`config.mk`:
```
export PLATFORM = sky130hd
export DESIGN_NAME = counter_step_controller
export DESIGN_NICKNAME = d
export VERILOG_FILES = /design/src/rtl/counter_step_controller.sv
export SDC_FILE = /design/constraint.sdc
export NUM_CORES = 1
export LEC_CHECK = 0
export CORE_UTILIZATION = 43
export DETAILED_ROUTE_END_ITERATION = 8
export PLACE_DENSITY_LB_ADDON = 0.3
export SYNTH_ARGS = -nofsm -noshare
export SYNTH_HDL_FRONTEND = slang
export SYNTH_SLANG_ARGS = --single-unit
```
`constraint.sdc`:
```
create_clock -name clk -period 2.9 [get_ports clk]
set_input_delay 0.29 -clock clk [delete_from_list [all_inputs] [get_ports clk]]
set_output_delay 0.29 -clock clk [all_outputs]
set_load 0.01 [all_outputs]
```
`src/rtl/counter_step_controller.sv`:
```
// counter_step_controller
// Turns raw active-low push buttons into clean single-cycle load / count-enable
// strobes for a loadable counter. Supports manual single-step, free-running
// auto-count, and an optional halt when the counter reaches all-ones.
module counter_step_controller #(
  parameter int unsigned WIDTH    = 3,
  parameter int unsigned DEBOUNCE = 16,
  parameter int unsigned TICK_DIV = 50000000
) (
  input  logic             clk,
  input  logic             rst,
  input  logic [3:0]       key_n,
  input  logic [WIDTH-1:0] sw_data,
  input  logic             stop_en,
  input  logic [WIDTH-1:0] q_in,
  output logic             load_n,
  output logic [WIDTH-1:0] d_out,
  output logic             step,
  output logic             running,
  output logic [1:0]       state
);

  localparam int unsigned DB_W = $clog2(DEBOUNCE + 1);
  localparam int unsigned PS_W = $clog2(TICK_DIV);

  typedef enum logic [1:0] {
    IDLE = 2'd0,
    RUN  = 2'd1,
    LOAD = 2'd2
  } state_t;

  logic [3:0]      sync1;
  logic [3:0]      sync2;
  logic [3:0]      deb;
  logic [2:0]      deb_dly;
  logic [2:0]      press;
  logic [DB_W-1:0] db_cnt [4];

  state_t          fsm_state;
  state_t          ret_state;
  logic [PS_W-1:0] prescale;

  state_t          nxt_state;
  state_t          nxt_ret;
  logic [PS_W-1:0] nxt_prescale;
  logic            nxt_load_n;
  logic [WIDTH-1:0] nxt_d;
  logic            nxt_step;

  logic            ev_load;
  logic            ev_run;
  logic            ev_step;
  logic            tick;

  // Synchronise, debounce and edge-detect the push buttons.
  // The press pulse is taken from a delayed copy of the debounced level so the
  // event is registered one cycle after the level flips.
  always_ff @(posedge clk) begin
    if (rst) begin
      sync1   <= '1;
      sync2   <= '1;
      deb     <= '1;
      deb_dly <= '1;
      press   <= '0;
      for (int unsigned k = 0; k < 4; k++) begin
        db_cnt[k] <= '0;
      end
    end else begin
      sync1   <= key_n;
      sync2   <= sync1;
      deb_dly <= deb[2:0];
      press   <= deb_dly & ~deb[2:0];
      for (int unsigned k = 0; k < 4; k++) begin
        if (sync2[k] != deb[k]) begin
          if (db_cnt[k] == DB_W'(DEBOUNCE - 1)) begin
            deb[k]    <= ~deb[k];
            db_cnt[k] <= '0;
          end else begin
            db_cnt[k] <= db_cnt[k] + DB_W'(1);
          end
        end else begin
          db_cnt[k] <= '0;
        end
      end
    end
  end

  assign ev_load = press[1];
  assign ev_run  = press[2];
  assign ev_step = press[0];
  assign tick    = (prescale == PS_W'(TICK_DIV - 1));

  // Next-state and next-output decode; if/else chain gives load > run > step.
  always_comb begin
    nxt_state    = fsm_state;
    nxt_ret      = ret_state;
    nxt_prescale = prescale;
    nxt_load_n   = 1'b1;
    nxt_d        = d_out;
    nxt_step     = 1'b0;
    case (fsm_state)
      IDLE: begin
        if (ev_load) begin
          nxt_state  = LOAD;
          nxt_ret    = IDLE;
          nxt_load_n = 1'b0;
          nxt_d      = sw_data;
        end else if (ev_run) begin
          nxt_state    = RUN;
          nxt_prescale = '0;
        end else if (ev_step) begin
          nxt_step = 1'b1;
        end
      end
      RUN: begin
        if (ev_load) begin
          nxt_state  = LOAD;
          nxt_ret    = RUN;
          nxt_load_n = 1'b0;
          nxt_d      = sw_data;
        end else if (ev_run) begin
          nxt_state    = IDLE;
          nxt_prescale = '0;
        end else if (tick) begin
          nxt_prescale = '0;
          if (stop_en && (q_in == '1)) begin
            nxt_state = IDLE;
          end else begin
            nxt_step = 1'b1;
          end
        end else begin
          nxt_prescale = prescale + PS_W'(1);
        end
      end
      LOAD: begin
        nxt_state    = ret_state;
        nxt_prescale = '0;
      end
      default: begin
        nxt_state = IDLE;
      end
    endcase
  end

  // State and registered-output update.
  always_ff @(posedge clk) begin
    if (rst) begin
      fsm_state <= IDLE;
      ret_state <= IDLE;
      prescale  <= '0;
      load_n    <= 1'b1;
      d_out     <= '0;
      step      <= 1'b0;
      running   <= 1'b0;
    end else begin
      fsm_state <= nxt_state;
      ret_state <= nxt_ret;
      prescale  <= nxt_prescale;
      load_n    <= nxt_load_n;
      d_out     <= nxt_d;
      step      <= nxt_step;
      running   <= (nxt_state == RUN);
    end
  end

  assign state = fsm_state;

endmodule
```
Yosys cells after proc, flatten, opt, wreduce, memory -nomap -nowiden. Memory sizes are Yosys's and may differ from the RTL's. Index checks and enable logic that the tools add are counted.

Output and inout bits: 8. Input bits: 13. Memory bits (writable): 20. Memories: 1. Logic and storage cells: 154. Register bits after elaboration: 54.

Add/sub/neg operators: 5. Eq/ne operators: 18. Bitwise operators: 19. Reductions and logical operators: 13. Multiplexer cells: 83.

Memory list: db_cnt (depth 4, width 5, rd ports 4, clocked after memory_dff 0, write ports 4, RTL line 37) `logic [DB_W-1:0] db_cnt [4];`.

Operators with widths (number): 2-to-1 mux 26 bit (5); one-hot mux 26 bit (3 select lines) (1); 2-to-1 mux 5 bit (12); 2-to-1 mux 1 bit (54); adder 26 x 1 -> 26 bit (second input constant) (1); == test 26 bit (second input constant) (1); adder 5 x 1 -> 5 bit (second input constant) (4); == test 5 x 4 -> 1 bit (second input constant) (4); 2-to-1 mux 2 bit (8); OR 1 bit (12); != test 2 bit (second input constant) (5); AND reduction 2 bit (5); one-hot mux 2 bit (3 select lines) (1); inverter 1 bit (5); == test 2 x 1 -> 1 bit (second input constant) (2); != test 1 bit (4); one-hot mux 2 bit (2 select lines) (1); AND reduction 4 bit (1); OR reduction 2 bit (2); AND 3 bit (1); == test 3 bit (second input constant) (1); inverter 3 bit (1); AND reduction 3 bit (1); nonzero test 3 bit (1); 5 further kinds (5).

Longest topological paths before layout.
Depth after elaboration: 8. Gate-level depth with buffers: 8. Gate-level depth less buffers: 5.

Worst setup path before layout. OpenSTA, ideal clock, no wires.

Path type: reg2reg. Start: register prescale[9]. End: register prescale[0]. Path slack: 0.832 ns. Period minus slack after synthesis: 2.068 ns. Path buffers: 1. Library setup time: 0.115 ns. Arrival time: 1.953 ns. Stages on the path, launching flop included: 7. Path through: dfxtp_1 > or4b_4 > nor4_4 > a41oi_2 > o311ai_4 > buf_6 > nor2_1.

Word-level cells in the longest chain between the ends: 5.

RTL lines: start: declaration (RTL line 41) `logic [PS_W-1:0] prescale;`; start signal: assignment (RTL line 158) `prescale <= nxt_prescale;`; == test 26 bit (RTL line 91) `assign tick = (prescale == PS_W'(TICK_DIV - 1));`; 2-to-1 mux 26 bit (RTL line 124) `end else if (tick) begin`; 2-to-1 mux 26 bit (RTL line 121) `end else if (ev_run) begin`; 2-to-1 mux 26 bit (RTL line 116) `if (ev_load) begin`; one-hot mux 26 bit (3 select lines) (RTL line 101) `case (fsm_state)`.

Every way passes these cells. The select of a mux whose other input is x is not followed. A chain may end at the register's enable or synchronous reset.

Worst setup path in the final report.
Start: register prescale[9]. End: register prescale[25].

Word-level cells in the longest chain between the ends: 5. Elaborated cells on any way between the ends: 6. Those cells by class: add/sub (1); eq/ne (1); mux (4).

RTL lines (RTL line): adder 26 x 1 -> 26 bit or == test 26 bit (tied branches) (132, 91); 2-to-1 mux 26 bit * (124); 2-to-1 mux 26 bit * (121); 2-to-1 mux 26 bit * (116); one-hot mux 26 bit (3 select lines) * (101).

Mark *: on every way between the ends. The rest lies on a longest branch, timed or not. The select of a mux whose other input is x is not followed.

==> results.cfg <==
[critical_path]
cp-end-kind = register
worst-path-max-fanout = 10
critical_path_required_ns = 3.13
worst-r2r-setup-slack_ns = 0.55
timing.critical_path.from_type = register
worst_ep_arrival_time_ns = 2.58
crit_type = register to register

[sta]
setup_violations = 0
fin_tns_setup_ns = 0
period_minus_slack_ns = 2.35
worst_pin_slew_ns = 0.651
fin_worst_skew_ns = 0.00776
hold_viol = 0
final.hold.worst_slack_ns = 0.411
final.period_utilization = 0.811
maxSlewHeadroom = 0.566
maxSlewViolCount = 0
highest_clock_frequency_the_design_can_meet_ghz = 0.425
unrepaired_setup_endpoints_after_global_routing = no

[worst_hold_path]
hp-class = register to register

[synthesis]
synth_top_family_by_area = simple AND/OR/NAND/NOR gates
yosysTopAreaCellShare = 0.349
synth_xor_xnor_area_share = 0.0885
synth_cell_type_count = 41
postSynthRegisterBits = 65
ys_warn_count = 0
ys_top_cells_by_area = sky130_fd_sc_hd__dfxtp_1 35%, sky130_fd_sc_hd__edfxtp_1 16%, sky130_fd_sc_hd__nor2_1 6.4%, sky130_fd_sc_hd__xnor2_1 5.5%, sky130_fd_sc_hd__xor2_1 3.4%
synth_mux_area_frac = 0.0139
synth-seq-area-share = 0.506
syn_inst = 291
synthSimpleGateAreaFrac = 0.260
synth-adder-area-share = 0.0305
synth-compound-area-share = 0.0676
synthesis.area_sq_um = 2870
synth.avg_cell_area_sq_um = 9.86
netlist.top_cell.by_area = sky130_fd_sc_hd__dfxtp_1

[power_and_ir_drop]
share_comb_of_total_power = 0.031
clock_power_share = 0.463
power.leakage_nw = 1.24
pwr_density_cell_nw_per_um2 = 548
switching_share = 0.210
power_share_of_the_sequential_group = 0.505
internal_power_mw = 1.48
power.ir.vdd_worst_v = 0.000410
netSwitchingPower_uw = 394

[clocking]
cts_root_buf = sky130_fd_sc_hd__clkbuf_8
clk_pin_slew_ns = 0.07
cts_sinks = 65
cts.repair.resized = 0
cts-hold-fix-buffers = 0
worstSkewPairLatency_ns = 0.34
cts_setup_buffers = 0
cts.path.max_buffers = 2
numCtsBuffers = 9
cts_tree = done
cts.htree.levels = 3

[route]
drt_total_wl_microns = 4980
wire_per_inst_microns = 12.1
detail_route.wirelength.met1_microns = 2260
met2_length_microns = 2480
highest_metal_used = met4
drt-pass1-iter-count = 4
route.vias.total = 2120
drc = 0
met3_length_microns = 179
number_of_nets_with_antenna_violations_after_routing = 0
first_iter_violations = 69
vias_per_cell = 5.13

[floorplanning]
floorplan.initialDensity = 0.449
core_sq_um = 6390
die_h_microns = 83.7
boundaryPins = 21
chipWidth_microns = 83.7
die-area_sq_um = 7010
number_of_cell_rows = 29

[run_status]
status = finished clean

[place]
post_place_cell_area_sq_um = 3190
dpl.hpwl_microns = 3500
io_buffers = 19
routabilityCongestion = 0.737

[grt]
antenna_found_initial = 0
grt_pass1_vias = 1980
grt_pass1_wl_microns = 8490
global_route.usage.total = 0.154
grt_overflow = 0
grt_start_max_net_pins = 18

[final_layout]
fillerInstances = 592
layout.area.seq_sq_um = 1450
drive_gt1_frac = 0.116
stdcell_area_sq_um = 3420
multi_input_area_sq_um = 1380
area_growth_pct = 19.2
final_nets = 351
diodes = 0

[run]
maxCapViolCount = 0
cell usage after synthesis:
| cell | instances |
|---|---|
| sky130_fd_sc_hd__a211o_1 | 3 |
| sky130_fd_sc_hd__a21oi_1 | 10 |
| sky130_fd_sc_hd__a31oi_1 | 2 |
| sky130_fd_sc_hd__a41oi_2 | 1 |
| sky130_fd_sc_hd__and2_1 | 1 |
| sky130_fd_sc_hd__and3_1 | 4 |
| sky130_fd_sc_hd__and4_1 | 4 |
| sky130_fd_sc_hd__and4_2 | 1 |
| sky130_fd_sc_hd__buf_6 | 2 |
| sky130_fd_sc_hd__clkbuf_1 | 6 |
| sky130_fd_sc_hd__conb_1 | 1 |
| sky130_fd_sc_hd__dfxtp_1 | 50 |
| sky130_fd_sc_hd__edfxtp_1 | 15 |
| sky130_fd_sc_hd__ha_1 | 7 |
| sky130_fd_sc_hd__inv_1 | 13 |
| sky130_fd_sc_hd__mux2i_1 | 4 |
| sky130_fd_sc_hd__nand2_1 | 11 |
| sky130_fd_sc_hd__nand2b_1 | 3 |
| sky130_fd_sc_hd__nand3_1 | 12 |
| sky130_fd_sc_hd__nand3b_1 | 2 |
| sky130_fd_sc_hd__nand4_1 | 13 |
| sky130_fd_sc_hd__nor2_1 | 49 |
| sky130_fd_sc_hd__nor2b_1 | 4 |
| sky130_fd_sc_hd__nor3_1 | 6 |
| sky130_fd_sc_hd__nor3b_1 | 1 |
| sky130_fd_sc_hd__nor4_1 | 7 |
| sky130_fd_sc_hd__nor4_4 | 1 |
| sky130_fd_sc_hd__o211ai_1 | 1 |
| sky130_fd_sc_hd__o21ai_0 | 3 |
| sky130_fd_sc_hd__o311ai_4 | 1 |
| sky130_fd_sc_hd__o31a_1 | 1 |
| sky130_fd_sc_hd__o31ai_1 | 1 |
| sky130_fd_sc_hd__o31ai_2 | 1 |
| sky130_fd_sc_hd__o41a_1 | 1 |
| sky130_fd_sc_hd__or2_2 | 11 |
| sky130_fd_sc_hd__or3_1 | 5 |
| sky130_fd_sc_hd__or3b_2 | 2 |
| sky130_fd_sc_hd__or4b_2 | 1 |
| sky130_fd_sc_hd__or4b_4 | 1 |
| sky130_fd_sc_hd__xnor2_1 | 18 |
| sky130_fd_sc_hd__xor2_1 | 11 |
cell type report:
class	count	area share
sequential	65	0.424
multi-input combinational	219	0.403
timing repair buffer	23	0.0644
clock buffer	10	0.0402
tap	77	0.0282
clock inverter	6	0.0263
inverter	13	0.0143
routing by layer:
layer | vias up | global-route usage
met2 | 26 | 0.262
met1 | 1005 | 0.170
met5 | - | 0
met4 | 0 | 0.0647
li1 | 1085 | -
met3 | 4 | 0.0593
sequential cells by signal, summed over array words and instances, names as in the netlist, 2 cells and up:
| signal | count |
|---|---|
| state | 2 |
| deb | 3 |
| sync1 | 3 |
| prescale | 26 |
| deb_dly | 3 |
| d_out | 3 |
| sync2 | 3 |
| db_cnt | 15 |
| press | 3 |
cells in the final DEF, fill, tap and decap left out, drive strengths merged, types with 2 or more instances in the layout:
cell,count
nand4,13
a31oi,2
ha,7
o31ai,2
inv,14
or3,5
and3,4
clkinv,3
nand3,12
conb,15
a211o,3
xnor2,18
nor2b,4
xor2,11
clkbuf,10
and4,5
or2,11
clkdlybuf4s50,19
mux2i,4
edfxtp,15
nor4,8
nand2b,3
nor3,6
a21oi,10
nand3b,2
or3b,2
nor2,49
buf,4
bufinv,2
or4b,2
nand2,11
dfxtp,50
o21ai,3
worst max-delay path, stage by stage (launching register included):
cell                       delay [ns]
sky130_fd_sc_hd__dfxtp_1         0.36
sky130_fd_sc_hd__or4b_4          0.57
sky130_fd_sc_hd__nor4_4          0.35
sky130_fd_sc_hd__a41oi_2         0.19
sky130_fd_sc_hd__o311ai_4        0.45
sky130_fd_sc_hd__buf_4           0.26
sky130_fd_sc_hd__a21oi_1         0.06
per-stage QoR:
step                 util  std cells  setup WS (ns)  total power, mW
finish              0.536        413          0.549             1.87
global route        0.536        413          0.441             1.94
CTS                 0.536        413          0.517             1.90
detailed placement  0.500        397          0.548             1.03
global placement    0.500        397          0.579             1.03
floorplan               -        305          0.832             1.00
kinds of logic (layout without fill, tap and decap cells):
| logic type | after synthesis | in the layout |
|---|---|---|
| other cells | 1 | 15 |
| flops | 65 | 65 |
| mux | 4 | 4 |
| simple gates | 139 | 139 |
| fa+ha+maj | 7 | 7 |
| buf+inv | 21 | 52 |
| compound gates | 25 | 25 |
| xor+xnor | 29 | 29 |
power by group through the flow:
stage	registers (mW)	clock network (mW)	logic, mW
CTS	0.948	0.891	0.0594
finish	0.948	0.868	0.0588
global route	0.949	0.928	0.0664
floorplan	0.966	0	0.0366
detailed placement	0.969	0	0.0591
global placement	0.968	0	0.0581
path summary, 6_finish.rpt:
| path | end | startpoint | cells after the start |
|---|---|---|---|
| hold reg to reg | press[2] | deb_dly[2] | 2 |
| setup / recovery | prescale[25] | prescale[9] | 6 |
| hold / removal | press[2] | deb_dly[2] | 2 |
| setup reg to reg | prescale[25] | prescale[9] | 6 |
No activity file was read; power rests on OpenSTA's default activity.
